**src/rtl/bus_cycle_ctrl.sv**
```systemverilog
// Bus cycle controller: drives PC nibbles onto the data bus during A1-A3 and
// latches one- or two-word opcodes from M1/M2, pulsing instr_valid after X3.
module bus_cycle_ctrl (
  input  logic        toggle_clk,
  input  logic        rst_n,
  input  logic [2:0]  cycle,
  input  logic        sync,
  input  logic [11:0] pc,
  input  logic [3:0]  d_in,
  output logic [3:0]  d_out,
  output logic        d_oe,
  output logic        pc_inc,
  output logic        cm_rom,
  output logic [3:0]  opr,
  output logic [3:0]  opa,
  output logic [3:0]  opr2,
  output logic [3:0]  opa2,
  output logic        two_word,
  output logic        instr_valid,
  output logic        sync_err
);

  typedef enum logic {WORD1, WORD2} state_t;

  state_t     r_state;
  state_t     w_state_nxt;
  logic       r_armed;
  logic [3:0] r_opr, r_opa, r_opr2, r_opa2;
  logic       r_two_word;
  logic       r_instr_valid;
  logic       r_sync_err;

  logic       w_cap_opr, w_cap_opa, w_cap_opr2, w_cap_opa2;
  logic       w_valid_nxt;
  logic       w_two_word_nxt;
  logic       w_is_x3;

  assign w_is_x3 = (cycle == 3'd7);

  // Decided from the already-latched opr and the opa nibble arriving this edge.
  assign w_two_word_nxt = (r_opr inside {4'h1, 4'h4, 4'h5, 4'h7}) ||
                          ((r_opr == 4'h2) && !d_in[0]);

  always_comb begin
    d_oe   = (cycle < 3'd3);
    cm_rom = r_armed && (cycle == 3'd2);
    pc_inc = r_armed && (cycle == 3'd4);
    case (cycle)
      3'd0:    d_out = pc[3:0];
      3'd1:    d_out = pc[7:4];
      3'd2:    d_out = pc[11:8];
      default: d_out = '0;
    endcase
  end

  always_comb begin
    w_state_nxt = r_state;
    w_cap_opr   = 1'b0;
    w_cap_opa   = 1'b0;
    w_cap_opr2  = 1'b0;
    w_cap_opa2  = 1'b0;
    w_valid_nxt = 1'b0;
    if (r_armed) begin
      unique case (r_state)
        WORD1: begin
          w_cap_opr = (cycle == 3'd3);
          w_cap_opa = (cycle == 3'd4);
          if (w_is_x3) begin
            if (r_two_word) w_state_nxt = WORD2;
            else            w_valid_nxt = 1'b1;
          end
        end
        WORD2: begin
          w_cap_opr2 = (cycle == 3'd3);
          w_cap_opa2 = (cycle == 3'd4);
          if (w_is_x3) begin
            w_state_nxt = WORD1;
            w_valid_nxt = 1'b1;
          end
        end
      endcase
    end
  end

  always_ff @(posedge toggle_clk or negedge rst_n) begin
    if (!rst_n) begin
      r_state       <= WORD1;
      r_armed       <= 1'b0;
      r_opr         <= '0;
      r_opa         <= '0;
      r_opr2        <= '0;
      r_opa2        <= '0;
      r_two_word    <= 1'b0;
      r_instr_valid <= 1'b0;
      r_sync_err    <= 1'b0;
    end else begin
      r_state       <= w_state_nxt;
      r_instr_valid <= w_valid_nxt;
      if (cycle == 3'd0) r_armed <= 1'b1;
      if (r_armed && (sync != w_is_x3)) r_sync_err <= 1'b1;
      if (w_cap_opr) r_opr <= d_in;
      if (w_cap_opa) begin
        r_opa      <= d_in;
        r_two_word <= w_two_word_nxt;
      end
      if (w_cap_opr2) r_opr2 <= d_in;
      if (w_cap_opa2) r_opa2 <= d_in;
    end
  end

  assign opr         = r_opr;
  assign opa         = r_opa;
  assign opr2        = r_opr2;
  assign opa2        = r_opa2;
  assign two_word    = r_two_word;
  assign instr_valid = r_instr_valid;
  assign sync_err    = r_sync_err;

endmodule

```
**config.mk**
```make
export PLATFORM = sky130hd
export DESIGN_NAME = bus_cycle_ctrl
export DESIGN_NICKNAME = d
export VERILOG_FILES = /design/src/rtl/bus_cycle_ctrl.sv
export SDC_FILE = /design/constraint.sdc
export NUM_CORES = 1
export LEC_CHECK = 0
export CORE_UTILIZATION = 25
export DETAILED_ROUTE_END_ITERATION = 10
export SYNTH_ARGS = -nofsm -noshare
export SYNTH_HDL_FRONTEND = slang
export SYNTH_SLANG_ARGS = --single-unit
```
**constraint.sdc**
```tcl
create_clock -name toggle_clk -period 2.5 [get_ports toggle_clk]
set_input_delay 0.375 -clock toggle_clk [delete_from_list [all_inputs] [get_ports toggle_clk]]
set_output_delay 0.375 -clock toggle_clk [all_outputs]
set_load 0.02 [all_outputs]
```
# Word-level counts from Yosys, hierarchy flattened

Index checks and enable logic that the tools add are counted.

Register bits after elaboration: 21
Bits of input ports: 22
Logic and storage cells: 48

$lt $le $gt $ge: 1
Muxes and demuxes: 18
Bitwise gates (word level): 1
Reductions and logical operators: 8
Equal/unequal tests: 11

Operator list:

| kind                 | number |
|---|---|
| $mux W1              | 15 |
| $eq A4 B3 Y1 const B | 3 |
| $pmux W4 S3          | 1 |
| $eq A3 B2 Y1 const B | 2 |
| $eq A3 B3 Y1 const B | 2 |
| $eq A4 B1 Y1 const B | 1 |
| $eq A4 B2 Y1 const B | 1 |
| $logic_and A1 B1 Y1  | 4 |
| $pmux W1 S2          | 2 |
| $reduce_bool A4 Y1   | 1 |
| $eq A3 B1 Y1 const B | 1 |
| $logic_not A3 Y1     | 1 |
| $lt A3 B2 Y1 const B | 1 |
| $logic_not A1 Y1     | 1 |
| $logic_or A1 B1 Y1   | 1 |
| $ne A1 B1 Y1         | 1 |
| $not A1 Y1           | 1 |

# Depth between registers and ports, before layout

Gate-level depths: netlist of the first run.

Depth after elaboration: 4
Gate-level depth with buffers: 5
Mapped depth without buffers: 4

# Least setup slack after synthesis of the first run

No wires, ideal clock.

Path kind: input-to-output
From: in cycle[1]
To: out d_out[2]
Data required time: 2125 ps
Setup slack: 874 ps
Data arrival time: 1251 ps
Stages: 4
Cells stage by stage: buf_4 -> mux2i_1 -> or2_2 -> a21oi_1

Longest elaborated chain between the ends: 2
Elaborated cells between the ends (all ways): 4
Those cells by class: eq/ne: 2; mux: 1; reduce/logical: 1

RTL lines:

| item                                       | line | source |
|---|---|---|
| start, declared                            | 6    | `input logic [2:0] cycle,` |
| $eq A3 B2 Y1, or another cell as far along | 48   | `case (cycle)` |
| $pmux W4 S3 *                              | 48   |  |
| end, declared                              | 10   | `output logic [3:0] d_out,` |

Mark *: on every way between the ends. The rest lies on a longest branch, timed or not.

# Worst setup path after layout of the first run

From: in cycle[2]
To: out d_oe

Longest elaborated chain between the ends: 1

RTL lines:

| item          | line | source |
|---|---|---|
| $lt A3 B2 Y1  | 45   | `d_oe = (cycle < 3'd3);` |
| end, declared | 11   | `output logic d_oe,` |

No other way between the ends.

==> flow_summary.yaml, run 1 <==
timing:
  finalCritPeriodShare: 0.935
  tightestPinTransition_ps: 371
  finalHoldViolCount: 0
  fmax_mhz: 428
  slew_headroom: 0.752
  finClkSkew_ps: 3.18
  rsz0062_at_grt: "no"
  setup_viol: 0
  finalCriticalPeriod_ps: 2340
  setup-tns-final_ps: 0
  slew_viol_final: 0
setup_path:
  path_cells: "clkdlybuf4s50_1 -> buf_4 -> a21oi_1 -> clkdlybuf4s50_1"
  required_ps: 2120
  critPathBufInv: 3
  worstSetupEndpointType: "output port"
  cp_common_cell: "clkdlybuf4s50_1"
  r2r-end: "opa[2]"
  r2r_slack_ps: 1020
  cp_max_fo: 7
  startpoint_type: "primary input"
  path_delay_family: "buffers and inverters"
  reg2reg_depth: 4
  crit_path_top_delay_cell: "clkdlybuf4s50_1"
  path_class: "in -> out"
  max_stage_delay_ps: 630
  rr_startpoint: "r_armed"
  arrival_ps: 1960
global_routing:
  grt_overflow: 0
  grt_pass1_vias: 925
  antenna_found_initial: 0
  grt_pass1_wl_um: 4120
  grt_util_all_layers: 0.125
  grt_max_degree: 22
floorplanning:
  initial_core_util: 0.271
  fp.dieH_um: 66.2
  core_um2: 3800
  dieArea_um2: 4380
  io_pins: 48
  dieWidth_um: 66.2
  rows: 22
power:
  power_density_nw_per_um2: 889
  leakage_nw: 0.733
  p_switching_w: 0.000501
  peakVddDrop_uv: 449
  sequentialPowerShare: 0.393
  power.share.clock: 0.148
  swShare: 0.344
  internal_power_w: 0.000953
  combPwrFrac: 0.460
  power.total_w: 0.00145
cts:
  numClockSinks: 21
  cts_buffers: 3
  cts_max_path_buffers: 2
  h-tree-depth: 1
  cts.clk_slew.worst_paths_ps: 70
  cts_tree: "built"
  clock-root-buffer: "clkbuf_8"
  clk_latency_ps: 250
yosys:
  netlist_area_um2: 1030
  synth_top_area_frac: 0.510
  ys_warn_count: 0
  avgSynthCellArea_um2: 12.7
  synth_cell_types: 30
  synth-edff-count: 0
  syn_nets: 103
  yosys.area.top_type: "dfrtp_1"
  yosys-top-cells-area: "dfrtp_1 (51%), mux2_2 (9.8%), mux2_1 (8.7%), mux2i_1 (3.9%), nand4bb_4 (2.7%)"
  synth-main-ff-cell: "dfrtp_1"
  ys_top_cells_by_count: "dfrtp_1 (21), mux2_2 (9), mux2_1 (8)"
  syn_inst: 81
  async_flop_share: 1.00
  yosysMostFrequentCell: "dfrtp_1"
  yosysSeqAreaShare: 0.510
  synth_seq_cells: 21
detailed_routing:
  vias: 858
  ant_nets: 0
  drc: 0
  avgRoutedWirePerCell_um: 13.7
  avgViaCountPerCell: 4.69
  drt_iter0_markers: 9
  firstDrtPassIters: 4
  wirelength_um: 2510
final_layout:
  nets: 158
  n_antenna_cell: 0
  multi_input_area_um2: 480
  fill_cells: 358
  final_util: 0.431
  area_growth_pct: 58.9
  seq_area_um2: 526
  drive_gt1_frac: 0.200
placed_design:
  dp_hpwl_um: 1890
  place_congestion: 0.672
  portBuffers: 47
job:
  maxCapViolCount: 0
outcome:
  outcome: "finished, final reports clean"
worst_hold_path:
  hp-class: "in -> async"
-- cells in the final DEF (no fill, tap or decap), types with 3 or more instances in the layout --
cell type and instances:
clkdlybuf4s50_1 43, dfrtp_1 21, mux2_2 9, mux2_1 8, buf_4 6, a21oi_1 5
mux2i_1 4, nand2_1 4, or2_0 3, nor2b_1 3, clkbuf_8 3, dlymetal6s2s_1 3
-- power by group through the flow --
| stage | clock network (W) | registers, W | logic [W] |
|---|---|---|---|
| 2_1_floorplan | 0 | 0.000715 | 0.000179 |
| 3_3_place_gp | 0 | 0.000573 | 0.000669 |
| 3_5_place_dp | 0 | 0.000576 | 0.000675 |
| 4_1_cts | 0.000225 | 0.000575 | 0.000678 |
| 5_1_grt | 0.000246 | 0.000595 | 0.000715 |
| 6_report | 0.000215 | 0.000571 | 0.000668 |
-- state kept, by name (all words and copies together) (netlist names) --
register,count
opa2,4
opa,4
opr2,4
opr,4
instr_valid,1
r_armed,1
r_state,1
sync_err,1
two_word,1
-- cell type report --
class / instances / share of cell area
inverter: 1 / 0.00229
multi-input combinational: 56 / 0.294
timing repair buffer: 53 / 0.319
sequential: 21 / 0.321
clock buffer: 4 / 0.0275
tap: 48 / 0.0367
-- worst register-to-register path: cells and delay by family (launching register included) --
kind	cells	cell delay [ps]
AND/OR/NAND/NOR	2	370
flip-flops	1	460
multiplexers	1	370
buffers and inverters	1	170
-- kinds of logic (layout without fill, tap and decap cells) --
family                 count (synthesis)  after routing  share of synthesized area
AND/OR/NAND/NOR                       25             25                      0.181
multiplexers                          21             21                      0.225
flip-flops                            21             21                      0.510
AO/OA/AOI/OAI                          9              9                     0.0522
buffers and inverters                  4             58                     0.0231
XOR/XNOR                               1              1                    0.00851
-- per-stage QoR --
| stage | cells | hold WS, ps | cell area, um^2 | setup WS, ps |
|---|---|---|---|---|
| after floorplan | 81 | 79.4 | 1030 | 874 |
| after global placement | 179 | 444 | 1590 | 72.1 |
| after detailed placement | 179 | 451 | 1590 | -9.75 |
| after CTS | 183 | 459 | 1630 | 7.20 |
| after global routing | 183 | 473 | 1640 | 90.7 |
| final | 183 | 457 | 1640 | 162 |
-- how the worst max path moves through the flow --
stage / to / from / slack (ps) / depth (start not counted)
floorplan: d_out[2] / cycle[1] / 870 / 4
global placement: d_out[3] / cycle[1] / 70 / 6
detailed placement: d_out[0] / cycle[1] / -10 / 6
CTS: d_out[2] / cycle[1] / 7 / 6
global route: cm_rom / cycle[2] / 90 / 4
finish: d_oe / cycle[2] / 160 / 4
-- layer usage --
metal	track usage	wire length (um)	up-vias
li1	-	-	397
met1	0.142	1030	412
met2	0.219	1180	45
met3	0.0379	253	4
met4	0.0426	40	0
met5	0	0	-
-- timing repair --
item,4_1_cts,5_1_grt
resized for setup,1,3
pin swaps,0,0
endpoints found under the hold margin,0,0
setup endpoints to repair,1,3
hold buffers,0,0
buffers inserted,0,0
No activity file was read; power rests on OpenSTA's default activity.
==> run 2, diff against run 1 <==
--- a/config.mk
+++ b/config.mk
@@ -7,6 +7,7 @@
 export LEC_CHECK = 0
 export CORE_UTILIZATION = 25
 export DETAILED_ROUTE_END_ITERATION = 10
+export SETUP_SLACK_MARGIN = 0.4
 export SYNTH_ARGS = -nofsm -noshare
 export SYNTH_HDL_FRONTEND = slang
 export SYNTH_SLANG_ARGS = --single-unit
==> run 2 against run 1 <==
Effect of this change:
- sequential power hardly changed
- global-route usage did not move
- clock power hardly changed
- sequential share of layout area rose by 0.37 points
- register-to-register slack about the same
- fmax increased by 14%
- via count increased by 0.70%
- power down 0.23%
- non-clock buffer count did not move
- critical path type unchanged
- highest routed layer unchanged
==> flow_summary.yaml, run 2 (synthesized netlist as in run 1, its figures left out) <==
timing:
  slew_viol_final: 0
  tightestPinTransition_ps: 356
  fmax_mhz: 488
  finalHoldViolCount: 0
  rsz0062_at_grt: "yes"
  finClkSkew_ps: 3.18
  finalCritPeriodShare: 0.820
  finalCriticalPeriod_ps: 2050
  slew_headroom: 0.763
  setup_viol: 0
power:
  swShare: 0.345
  power.share.clock: 0.148
  leakage_nw: 0.701
  power.total_w: 0.00145
  peakVddDrop_uv: 449
  power_density_nw_per_um2: 897
  sequentialPowerShare: 0.394
  combPwrFrac: 0.458
  internal_power_w: 0.000950
  p_switching_w: 0.000501
detailed_routing:
  firstDrtPassIters: 4
  vias: 864
  drc: 0
  avgRoutedWirePerCell_um: 13.6
  avgViaCountPerCell: 4.72
  wirelength_um: 2490
  drt_iter0_markers: 8
  ant_nets: 0
setup_path:
  path_delay_family: "buffers and inverters"
  crit_path_top_delay_cell: "clkdlybuf4s50_1"
  path_cells: "clkdlybuf4s50_1 -> buf_6 -> mux2i_1 -> or2_0 -> a21oi_1 -> clkbuf_2"
  cp_max_fo: 8
  max_stage_delay_ps: 510
  path_class: "in -> out"
  arrival_ps: 1680
  cp.depth: 6
  rr_startpoint: "r_armed"
  worstSetupEndpointType: "output port"
  required_ps: 2120
  worstSetupStartpoint: "cycle[1]"
  critPathBufInv: 3
  startpoint_type: "primary input"
  reg2reg_depth: 4
cts:
  cts_buffers: 3
  numClockSinks: 21
  cts_tree: "built"
  cts_setup_buffers: 0
  h-tree-depth: 1
  clk_latency_ps: 250
  cts_max_path_buffers: 2
  cts.clk_slew.worst_paths_ps: 70
  clock-root-buffer: "clkbuf_8"
final_layout:
  fill_cells: 358
  fin_area_um2: 1620
  final_common_cell: "clkdlybuf4s50_1"
  area_growth_pct: 57.1
  seq_area_um2: 526
  nets: 158
  finalNonFillerCells: 183
  final_util: 0.426
  multi_input_area_um2: 483
  mostFrequentLayoutCells: "clkdlybuf4s50_1 (39), dfrtp_1 (21), mux2_2 (9), mux2_1 (8)"
  drive_gt1_frac: 0.237
  n_antenna_cell: 0
floorplanning:
  initial_core_util: 0.271
  rows: 22
  core_um2: 3800
  io_pins: 48
  dieWidth_um: 66.2
  fp.dieH_um: 66.2
  dieArea_um2: 4380
placed_design:
  place_congestion: 0.672
  postPlaceCellArea_um2: 1590
  portBuffers: 47
  dp_cells: 179
  dp_hpwl_um: 1890
global_routing:
  grt_pass1_wl_um: 4120
  grt_overflow: 0
  antenna_found_initial: 0
  grt_util_all_layers: 0.125
  grt_pass1_vias: 925
  grt_max_degree: 22
outcome:
  outcome: "finished, final reports clean"
job:
  maxCapViolCount: 0
worst_hold_path:
  hp-class: "in -> async"
-- run 2: worst reg2reg max path, delay by kind of cell, from the launching register on --
| kind | cells | cell delay [ps] |
|---|---|---|
| DFF | 1 | 460 |
| and+or+nand+nor | 2 | 370 |
| muxes | 1 | 370 |
| buffers and inverters | 1 | 170 |
-- run 2: power by group through the flow --
stage          clock network [W]  registers, W  logic [W]
2_1_floorplan                  0      0.000715   0.000179
3_3_place_gp                   0      0.000573   0.000669
3_5_place_dp                   0      0.000576   0.000675
4_1_cts                 0.000225      0.000575   0.000675
5_1_grt                 0.000246      0.000595   0.000712
6_report                0.000215      0.000571   0.000665
-- run 2: per-layer routing --
layer	part of all wire	wire, um	track usage
met3	0.099	247	0.0379
met5	0	0	0
met2	0.47	1160	0.219
met4	0.016	40	0.0426
met1	0.42	1040	0.142
-- run 2: through the flow --
| stage | setup slack (ps) | setup TNS (ps) | hold slack (ps) |
|---|---|---|---|
| after detailed placement | -9.75 | -9.75 | 451 |
| final | 450 | 0 | 457 |
| after floorplan | 874 | 0 | 79.4 |
| after CTS | 283 | 0 | 459 |
| after global placement | 72.1 | 0 | 444 |
| after global routing | 347 | 0 | 473 |
-- run 2: what timing repair did --
item                                   4_1_cts  5_1_grt
endpoints found under the hold margin        0        0
setup endpoints to repair                    7        3
hold buffers                                 0        0
resized for setup                           14        5
-- run 2: worst paths after layout --
path | end | slack (ps)
setup / recovery | d_out[0] | 450
hold / removal | opa[1] | 460
setup reg to reg | opa[2] | 1020
hold reg to reg | sync_err | 460
max in group asynchronous | opa[2] | 1830
min in group toggle_clk | sync_err | 460
-- run 2: area by class of cell --
| cell class | instances | area share |
|---|---|---|
| flip-flops and latches | 21 | 0.325 |
| repair buffers | 53 | 0.309 |
| multi-input cells | 56 | 0.299 |
| well taps | 48 | 0.0371 |
| clock buffers | 4 | 0.0278 |
| inverters | 1 | 0.00232 |
==> run 3, diff against run 2 <==
==> constraint.sdc (replaced) <==
create_clock -name toggle_clk -period 1.9 [get_ports toggle_clk]
set_input_delay 0.285 -clock toggle_clk [delete_from_list [all_inputs] [get_ports toggle_clk]]
set_output_delay 0.285 -clock toggle_clk [all_outputs]
set_load 0.02 [all_outputs]
==> run 3 against run 2 <==
Effect of this change:
- flip-flop and latch count unchanged
- clock skew increased by 2.4 ps
- via count increased by 0.23%
- sequential power increased by 31%
- critical path depth decreased by 5
- first-iteration DRC count increased by 110%
- clock power increased by 35%
- wire length increased by 5.8%
- die area unchanged
- worst hold slack got worse by 96 ps
- combinational power increased by 19%
- final area increased by 4.9%
- largest cell class is now buffers
- largest power group unchanged
==> flow_summary.yaml, run 3 (synthesized netlist as in run 1, its figures left out) <==
final_layout:
  finalNonFillerCells: 192
  n_antenna_cell: 0
  final_common_cell: "dlygate4sd2_1"
  drive_gt1_frac: 0.347
  nets: 167
  fin_area_um2: 1700
  area_growth_pct: 64.8
  mostFrequentLayoutCells: "dlygate4sd2_1 (23), dfrtp_1 (20), buf_4 (15), clkdlybuf4s50_1 (11), mux2_2 (9)"
global_routing:
  use_met1: 0.139
  use_met2: 0.239
  globalRoute.busiestLayer: "met2"
  grt_pass1_wl_um: 4170
  antenna_found_initial: 0
  met3_usage: 0.0362
  grt_util_all_layers: 0.127
  grt_pass1_vias: 932
  grt_overflow: 0
  grt_max_degree: 22
placed_design:
  place_congestion: 0.669
  portBuffers: 47
  pre_cts_slack_ps: -365
  dp_cells: 185
  dp_hpwl_um: 1970
  postPlaceCellArea_um2: 1640
floorplanning:
  rows: 22
  io_pins: 48
  dieArea_um2: 4380
  fp.dieH_um: 66.2
  initial_core_util: 0.271
  dieWidth_um: 66.2
  core_um2: 3800
cts:
  cts_max_path_buffers: 2
  numClockSinks: 21
  cts.clk_slew.worst_paths_ps: 80
  clock-root-buffer: "clkbuf_8"
  cts_tree: "built"
  cts_buffers: 3
  h-tree-depth: 1
  clk_latency_ps: 260
  holdBufCountCts: 0
detailed_routing:
  ant_nets: 0
  firstDrtPassIters: 2
  avgViaCountPerCell: 4.51
  drc: 0
  vias: 866
  drt_iter0_markers: 17
  wirelength_um: 2630
  avgRoutedWirePerCell_um: 13.7
timing:
  rsz0062_at_grt: "yes"
  finalCritPeriodShare: 0.768
  finalWorstSetupSlack_ps: 441
  slew_headroom: 0.798
  slew_viol_final: 0
  finalHoldViolCount: 0
  whs_ps: 361
  setup_viol: 0
  fmax_mhz: 685
  finClkSkew_ps: 5.60
  finalCriticalPeriod_ps: 1460
  tightestPinTransition_ps: 298
outcome:
  outcome: "finished, final reports clean"
job:
  maxCapViolCount: 0
setup_path:
  crit_path_top_delay_cell: "clkdlybuf4s50_1"
  startpoint_type: "register"
  path_delay_family: "buffers and inverters"
  worstSetupEndpointType: "output port"
  path_cells: "clkdlybuf4s50_1"
  arrival_ps: 1170
  path_class: "reg -> out"
  required_ps: 1620
  max_stage_delay_ps: 600
  critPathBufInv: 1
  cp_max_fo: 1
power:
  leakage_nw: 0.834
  power_density_nw_per_um2: 1080
  peakVddDrop_uv: 654
  power.total_w: 0.00183
worst_hold_path:
  hp-class: "in -> async"
[run 3: path summary, 6_finish.rpt]
check	from	to	slack (ps)	cells after the start
max	instr_valid	instr_valid	440	1
min	rst_n	opr2[1]	360	2
max reg2reg	r_armed	opa2[1]	490	6
min reg2reg	sync_err	sync_err	460	1
max in group asynchronous	rst_n	r_armed	1300	2
min in group toggle_clk	sync_err	sync_err	460	1
[run 3: metal layers]
metal	share of wire	wire, um	vias up
met5	0	0	-
met4	0.0034	9	0
met3	0.084	221	2
met2	0.50	1310	40
met1	0.42	1090	411
li1	-	-	413
[run 3: report_power, final]
part	internal [W]	total, W	switching, W
logic	0.000387	0.000791	0.000404
clock network	0.000149	0.000291	0.000142
registers	0.000619	0.000748	0.000129
total	0.00116	0.00183	0.000674
[run 3: per-stage QoR]
stage	utilization	TNS (ps)
2_1_floorplan	-	0
3_3_place_gp	0.432	-2110
3_5_place_dp	0.432	-2380
4_1_cts	0.441	0
5_1_grt	0.447	0
6_report	0.447	0
[run 3: layout make-up]
| cell class | instances | area (um^2) |
|---|---|---|
| Timing Repair Buffer | 62 | 559 |
| Multi-Input combinational cell | 56 | 502 |
| Clock buffer | 4 | 45.0 |
| Sequential cell | 21 | 527 |
| Fill cell | 371 | 2100 |
| Inverter | 1 | 3.75 |
| Tap cell | 48 | 60.1 |
[run 3: what timing repair did]
| action | CTS | global route |
|---|---|---|
| endpoints found under the hold margin | 0 | 0 |
| setup endpoints to repair | 35 | 7 |
| pin swaps | 6 | 2 |
| gates resized for setup | 72 | 6 |
| buffers inserted | 1 | 2 |
